<file path="src/rtl/serial_adder_pkg.sv">
// Shared types and constants for the bit-serial adder/subtractor.
package serial_adder_pkg;

    typedef enum logic [1:0] {
        IDLE = 2'd0,
        RUN  = 2'd1,
        DONE = 2'd2
    } sa_state_t;

    localparam int SA_WIDTH_DEF = 8;

endpackage : serial_adder_pkg

</file>
<file path="src/rtl/serial_fa_cell.sv">
// One-bit combinational full adder: the only arithmetic in the serial datapath.
module serial_fa_cell (
    input  logic a,
    input  logic b,
    input  logic c,
    output logic s,
    output logic co
);

    logic w_axb;

    assign w_axb = a ^ b;
    assign s     = w_axb ^ c;
    assign co    = (a & b) | (w_axb & c);

endmodule : serial_fa_cell

</file>
<file path="src/rtl/serial_adder.sv">
// Bit-serial adder, LSB first, one bit per clock through a single full-adder cell.
// Define SERIAL_ADDER_SUB_EN to make the sub input select a_in - b_in.
module serial_adder
    import serial_adder_pkg::*;
#(
    parameter int WIDTH = SA_WIDTH_DEF
) (
    input  logic             clk,
    input  logic             rst_n,
    input  logic             start,
    input  logic [WIDTH-1:0] a_in,
    input  logic [WIDTH-1:0] b_in,
    input  logic             cin,
    input  logic             sub,
    output logic             busy,
    output logic             done,
    output logic [WIDTH-1:0] sum,
    output logic             cout,
    output logic             overflow
);

    localparam int CNT_W = $clog2(WIDTH);
    localparam logic [CNT_W-1:0] LAST_BIT = CNT_W'(WIDTH - 1);

    sa_state_t        r_state;
    logic [WIDTH-1:0] r_opa;
    logic [WIDTH-1:0] r_opb;
    logic [WIDTH-1:0] r_res;
    logic             r_carry;
    logic [CNT_W-1:0] r_cnt;
    logic             r_sub;

    logic w_b;
    logic w_s;
    logic w_co;
    logic w_seed;
    logic w_sub_in;

`ifdef SERIAL_ADDER_SUB_EN
    // Subtraction is a + ~b + 1: invert B per bit and force the carry seed.
    assign w_sub_in = sub;
    assign w_seed   = sub ? 1'b1 : cin;
    assign w_b      = r_opb[0] ^ r_sub;
`else
    logic w_unused_sub;
    assign w_unused_sub = sub;
    assign w_sub_in     = 1'b0;
    assign w_seed       = cin;
    assign w_b          = r_opb[0] ^ r_sub;
`endif

    serial_fa_cell u_cell (
        .a  (r_opa[0]),
        .b  (w_b),
        .c  (r_carry),
        .s  (w_s),
        .co (w_co)
    );

    // Control FSM, operand/result shifting and registered outputs.
    always_ff @(posedge clk or negedge rst_n) begin
        if (!rst_n) begin
            r_state  <= IDLE;
            r_opa    <= '0;
            r_opb    <= '0;
            r_res    <= '0;
            r_carry  <= 1'b0;
            r_cnt    <= '0;
            r_sub    <= 1'b0;
            busy     <= 1'b0;
            done     <= 1'b0;
            sum      <= '0;
            cout     <= 1'b0;
            overflow <= 1'b0;
        end else begin
            case (r_state)
                IDLE: begin
                    done <= 1'b0;
                    if (start) begin
                        r_opa   <= a_in;
                        r_opb   <= b_in;
                        r_carry <= w_seed;
                        r_sub   <= w_sub_in;
                        r_cnt   <= '0;
                        busy    <= 1'b1;
                        r_state <= RUN;
                    end else begin
                        busy <= 1'b0;
                    end
                end
                RUN: begin
                    r_res   <= {w_s, r_res[WIDTH-1:1]};
                    r_carry <= w_co;
                    r_opa   <= {1'b0, r_opa[WIDTH-1:1]};
                    r_opb   <= {1'b0, r_opb[WIDTH-1:1]};
                    // Final bit: r_carry still holds the carry into the MSB.
                    if (r_cnt == LAST_BIT) begin
                        sum      <= {w_s, r_res[WIDTH-1:1]};
                        cout     <= w_co;
                        overflow <= r_carry ^ w_co;
                        done     <= 1'b1;
                        r_state  <= DONE;
                    end else begin
                        r_cnt <= r_cnt + 1'b1;
                    end
                end
                DONE: begin
                    done    <= 1'b0;
                    busy    <= 1'b0;
                    r_state <= IDLE;
                end
                default: begin
                    done    <= 1'b0;
                    busy    <= 1'b0;
                    r_state <= IDLE;
                end
            endcase
        end
    end

endmodule : serial_adder

</file>
<file path="config.mk">
export PLATFORM = sky130hd
export DESIGN_NAME = serial_adder
export DESIGN_NICKNAME = d
export VERILOG_FILES = /design/src/rtl/serial_adder_pkg.sv /design/src/rtl/serial_fa_cell.sv /design/src/rtl/serial_adder.sv
export SDC_FILE = /design/constraint.sdc
export NUM_CORES = 1
export LEC_CHECK = 0
export CORE_ASPECT_RATIO = 1.2
export CORE_UTILIZATION = 35
export CTS_CLUSTER_SIZE = 40
export DETAILED_ROUTE_END_ITERATION = 10
export MAX_ROUTING_LAYER = met4
export SYNTH_ARGS = -nofsm -noshare
export SYNTH_HDL_FRONTEND = slang
export SYNTH_HIERARCHICAL = 1
export SYNTH_SLANG_ARGS = --single-unit
export TNS_END_PERCENT = 10
</file>
<file path="constraint.sdc">
create_clock -name clk -period 1.8 [get_ports clk]
set_input_delay 0.45 -clock clk [delete_from_list [all_inputs] [get_ports clk]]
set_output_delay 0.45 -clock clk [all_outputs]
set_load 0.01 [all_outputs]
</file>
* Yosys cells after proc, flatten, opt, wreduce, memory -nomap -nowiden
Index checks and enable logic that the tools add are counted.
** Word-level totals
- Input port bits :: 21
- Output and inout bits :: 12
- Bits in registers :: 42
- Logic and storage cells :: 45
** Operators by class
- Equality and inequality tests :: 5
- Muxes and demuxes :: 16
- Reduce and logical (&&, ||, !) cells :: 6
- Add/sub/neg operators :: 1
- Bitwise operators :: 6
** Operators with widths (count)
- 8-bit one-hot mux with 2 select lines :: 2
- 8-bit two-way mux :: 2
- 3-bit two-way mux :: 2
- 2-bit inequality test (second input constant) :: 3
- 3-bit one-hot mux with 2 select lines :: 1
- 2-bit AND reduction :: 3
- 1-bit two-way mux :: 4
- 2-bit two-way mux :: 2
- 1-bit one-hot mux with 2 select lines :: 2
- 2-bit one-hot mux with 2 select lines :: 1
- 3-bit by 1-bit adder with 3-bit output (second input constant) :: 1
- 3-bit == test (second input constant) :: 1
- 3-bit AND reduction :: 1
- 1-bit XOR :: 3
- 1-bit AND :: 2
- 2-bit by 1-bit == test with 1-bit output (second input constant) :: 1
- 2-bit zero test :: 1
- 2-bit nonzero test :: 1
- 1-bit OR :: 1

* Longest topological paths before layout
- Word-level depth :: 4
- Mapped depth :: 7
- Mapped depth without buffers :: 5

* By module
Netlist, hierarchy kept.
** Modules (own cells, without submodules)
- serial_adder :: area an instance 1814.2 um^2, seq. area each 1026.0 um^2, cells an instance 153, instances 1
- serial_fa_cell :: area an instance 20.0 um^2, seq. area each 0.0 um^2, cells an instance 1, instances 1

* Worst setup path before layout
Ideal clock, no wire load.
- Path kind :: flip-flop to flip-flop
- Start point :: register r_cnt[0]
- End point :: register sum[0]
- Cell stages (with the launch flop) :: 7
- Clock period less this slack :: 1.556 ns
- Required time :: 1.675 ns
- Slack :: 0.244 ns
- Arrival time :: 1.432 ns
- Setup time :: 0.125 ns
- Path through :: dfrtp_1 > ha_1 > ha_1 > buf_2 > nand3b_4 > buf_6 > mux2_2
** On the way
- Cells in the longest elaborated chain, start to end :: 2
** RTL lines
- from (decl) :: line serial_adder.sv:30 : logic [CNT_W-1:0] r_cnt;
- from (signal assigned) :: line serial_adder.sv:104 : r_cnt <= r_cnt + 1'b1;
- 3-bit == test :: line serial_adder.sv:97 : if (r_cnt == LAST_BIT) begin
- 2-bit AND reduction (no source line)
- to (signal assigned) :: line serial_adder.sv:98 : sum <= {w_s, r_res[WIDTH-1:1]};
- to (decl) :: line serial_adder.sv:17 : output logic [WIDTH-1:0] sum,
Every way passes these cells.
A chain may end at the register's enable or synchronous reset.

* Worst setup path in the final report
- Start point :: register overflow
- End point :: output overflow
** RTL lines
- from (decl) :: line serial_adder.sv:19 : output logic overflow
- from (signal assigned) :: line serial_adder.sv:100 : overflow <= r_carry ^ w_co;
No word-level cell between the ends.

==> impl_metrics.tcl <==
set metrics [dict create \
    drtAntennaViolNets 0 \
    num_antenna_cells 0 \
    post_cts_buffers 0 \
    clkTransAtPathRegs_ns 0.07 \
    antenna_found_initial 0 \
    start_util_pct 36.9 \
    finalSetupViolations 0 \
    synth.net_count 178 \
    cts_repair_resize_count 0 \
    clk_latency_ns 0.29 \
    rsz0062_at_grt "false" \
    cp_top_family "buffers and inverters" \
    reg2reg_to "sum[1]" \
    power.internal_mw 2.58 \
    post_drt_wl_per_cell_um 14.6 \
    crit_buf_inv 1 \
    worst-endpoint-required_ns 1.35 \
    drive_gt1_share_pct 17.3 \
    crit_arrival_ns 1.20 \
    fin_crit_sh_pct 91.7 \
    synth-edff-count 0 \
    drt_iter0_drc 76 \
    hold_buffers 0 \
    globalRoute.totalOverflow 0 \
    crit_start "overflow" \
    syn_area_per_cell_sq_um 11.9 \
    clock_sinks 41 \
    synth_cell_types 27 \
    first_global_vias 1304 \
    drv_cap 0 \
    switchingPower_mw 1.26 \
    synth_seq_cells 41 \
    ys_seq_area_share_pct 55.9 \
    outcome "complete, no violations" \
    core-area_sq_um 4970 \
    final-hold-violation-count 0 \
    tritoncts "yes" \
    grt_max_degree 42 \
    fillers 455 \
    r2r_slack_ns 0.17 \
    finalWorstSetupSlack_ns 0.150 \
    reg2regPathDepth 4 \
    cp-end-kind "output pin" \
    num_vias 1343 \
    syn_area_sq_um 1830 \
    clk_path_buf_depth 2 \
    comb_power_share_pct 37.6 \
    hpwlAfterDp_um 2470 \
    rows 28 \
    cts-root-buf "clkbuf_8" \
    endpoint "overflow" \
    multi_input_comb_area_sq_um 703 \
    worstSetupPathType "reg2out" \
    grt_usage_pct 15.7 \
    die_w_um 68.1 \
    worst_slew_pin_slew_ns 0.514 \
    power.share.clock_pct 18.4 \
    worst-path-stages 1 \
    drtPass1Iterations 4 \
    synthArstFlopShare_pct 100 \
    cts_max_level 2 \
    power_density_nw_per_um2 1700 \
    cts_buffers 5 \
    nNetsFinal 209 \
    period_minus_slack_ns 1.65 \
    reg2reg_from "r_cnt[0]" \
    drc 0 \
    totalNegativeSetupSlack_ns 0 \
    cp_cell_sequence "clkdlybuf4s50_1" \
    p_leak_nw 0.936 \
    regArea_sq_um 1030 \
    yosysTopAreaCell "dfrtp_1" \
    worstPathMaxFanout 2 \
    grt_pass1_wl_um 6200 \
    max_slew_margin_pct 65.7 \
    peakVddDrop_v 0.000601 \
    die_y_um 81.3 \
    min_path_type "in2async" \
    syn_to_final_growth_pct 23.3 \
    wl_um 3580 \
    critPathLaunchType "flip-flop" \
    yosysWarningCount 6 \
    slew_violations 0 \
    clock_skew_ns 0.00611 \
    p_seq_share_pct 44.1 \
    die_area_sq_um 5540 \
    place_ws_ns 0.123 \
    io_buffers 31 \
    synth_top_flop_cell "dfrtp_1" \
    post_drt_via_cell_ratio 5.48 \
    crit_slowest_cell "clkdlybuf4s50_1" \
    final_core_util_pct 45.5 \
    synthCells 154 \
    max_freq_mhz 606 \
    yosys.area.top_type_share_pct 55.9 \
    sw_frac_of_total_pct 32.7 \
    hold_ws_ns 0.214 \
    synthTopCellsByArea "dfrtp_1 (56%), o22ai_1 (9.5%), mux2_2 (6.8%)" \
    gp_congestion 0.755 \
    cpPeakStageDelay_ns 0.54 \
    p_total_mw 3.84 \
    io_pins 33 \
]
-- cells by family (layout without fill, tap and decap cells) --
| kind of cell | count (synthesis) | count (layout) | share of synthesized area, % |
|---|---|---|---|
| flip-flops | 41 | 41 | 55.9 |
| adder cells (fa/ha/maj) | 3 | 3 | 2.46 |
| XOR/XNOR | 1 | 1 | 0.478 |
| buffers and inverters | 15 | 46 | 5.73 |
| AO/OA/AOI/OAI | 59 | 59 | 18.3 |
| AND/OR/NAND/NOR | 19 | 19 | 6.48 |
| multiplexers | 16 | 16 | 10.6 |
-- layout make-up --
type	instances	share of cell area [%]
well taps	60	3.32
clock buffers	5	3.04
flip-flops and latches	41	45.4
multi-input cells	98	31.1
repair buffers	36	15.2
inverters	3	0.498
clock inverters	2	1.55
-- sequential cells by signal, indices dropped and copies added, names as in the netlist --
register  count
r_opa         8
r_opb         8
sum           8
r_res         7
r_cnt         3
r_state       2
busy          1
cout          1
done          1
overflow      1
r_carry       1
-- cells in the final DEF, fill, tap and decap left out, drive strengths merged, types with 2 or more instances in the layout --
| cell | count |
|---|---|
| clkdlybuf4s50 | 30 |
| nand2b | 2 |
| clkinv | 2 |
| o22ai | 28 |
| nor2 | 5 |
| o21ai | 11 |
| ha | 2 |
| a22oi | 2 |
| nand2 | 5 |
| mux2 | 16 |
| clkbuf | 5 |
| a21oi | 18 |
| inv | 2 |
| buf | 6 |
| dfrtp | 41 |
| nor3 | 2 |
-- worst min path at each step --
stage,to,start,depth (start not counted),slack (ns)
after floorplan,busy,rst_n,0,0.15
final,r_cnt[1],rst_n,2,0.21
after detailed placement,r_res[1],r_res[1],1,0.49
after global routing,sum[2],rst_n,2,0.25
after global placement,sum[1],sum[1],1,0.47
after CTS,r_cnt[1],rst_n,2,0.23
-- synthesized netlist by cell type (3+ instances only) --
cell     number
dfrtp_1      41
buf_6         3
nand2_1       5
mux2_4        4
a21oi_1      18
mux2_2       11
o21ai_0      11
nor2_1        5
buf_2         6
o22ai_1      28
-- power groups by stage --
stage	clock network, mW	registers (mW)	logic, mW
2_1_floorplan	0	1.66	1.04
6_report	0.704	1.69	1.44
3_3_place_gp	0	1.68	1.40
3_5_place_dp	0	1.72	1.46
4_1_cts	0.733	1.70	1.46
5_1_grt	0.773	1.76	1.63
-- per-layer routing --
metal / vias up / part of all wire (%) / GRT usage [%] / wire length, um
li1: 630 / - / - / -
met1: 654 / 44 / 19.9 / 1560
met2: 53 / 49 / 23.8 / 1760
met3: 6 / 5.5 / 4.21 / 197
met4: 0 / 1.6 / 5.83 / 57
met5: - / 0 / - / 0
-- through the flow --
step,std cells,cell area (sq um)
after detailed placement,238,2160
after global routing,245,2260
final,245,2260
after global placement,238,2160
after floorplan,154,1830
after CTS,245,2260
No activity file was read; power rests on OpenSTA's default activity.
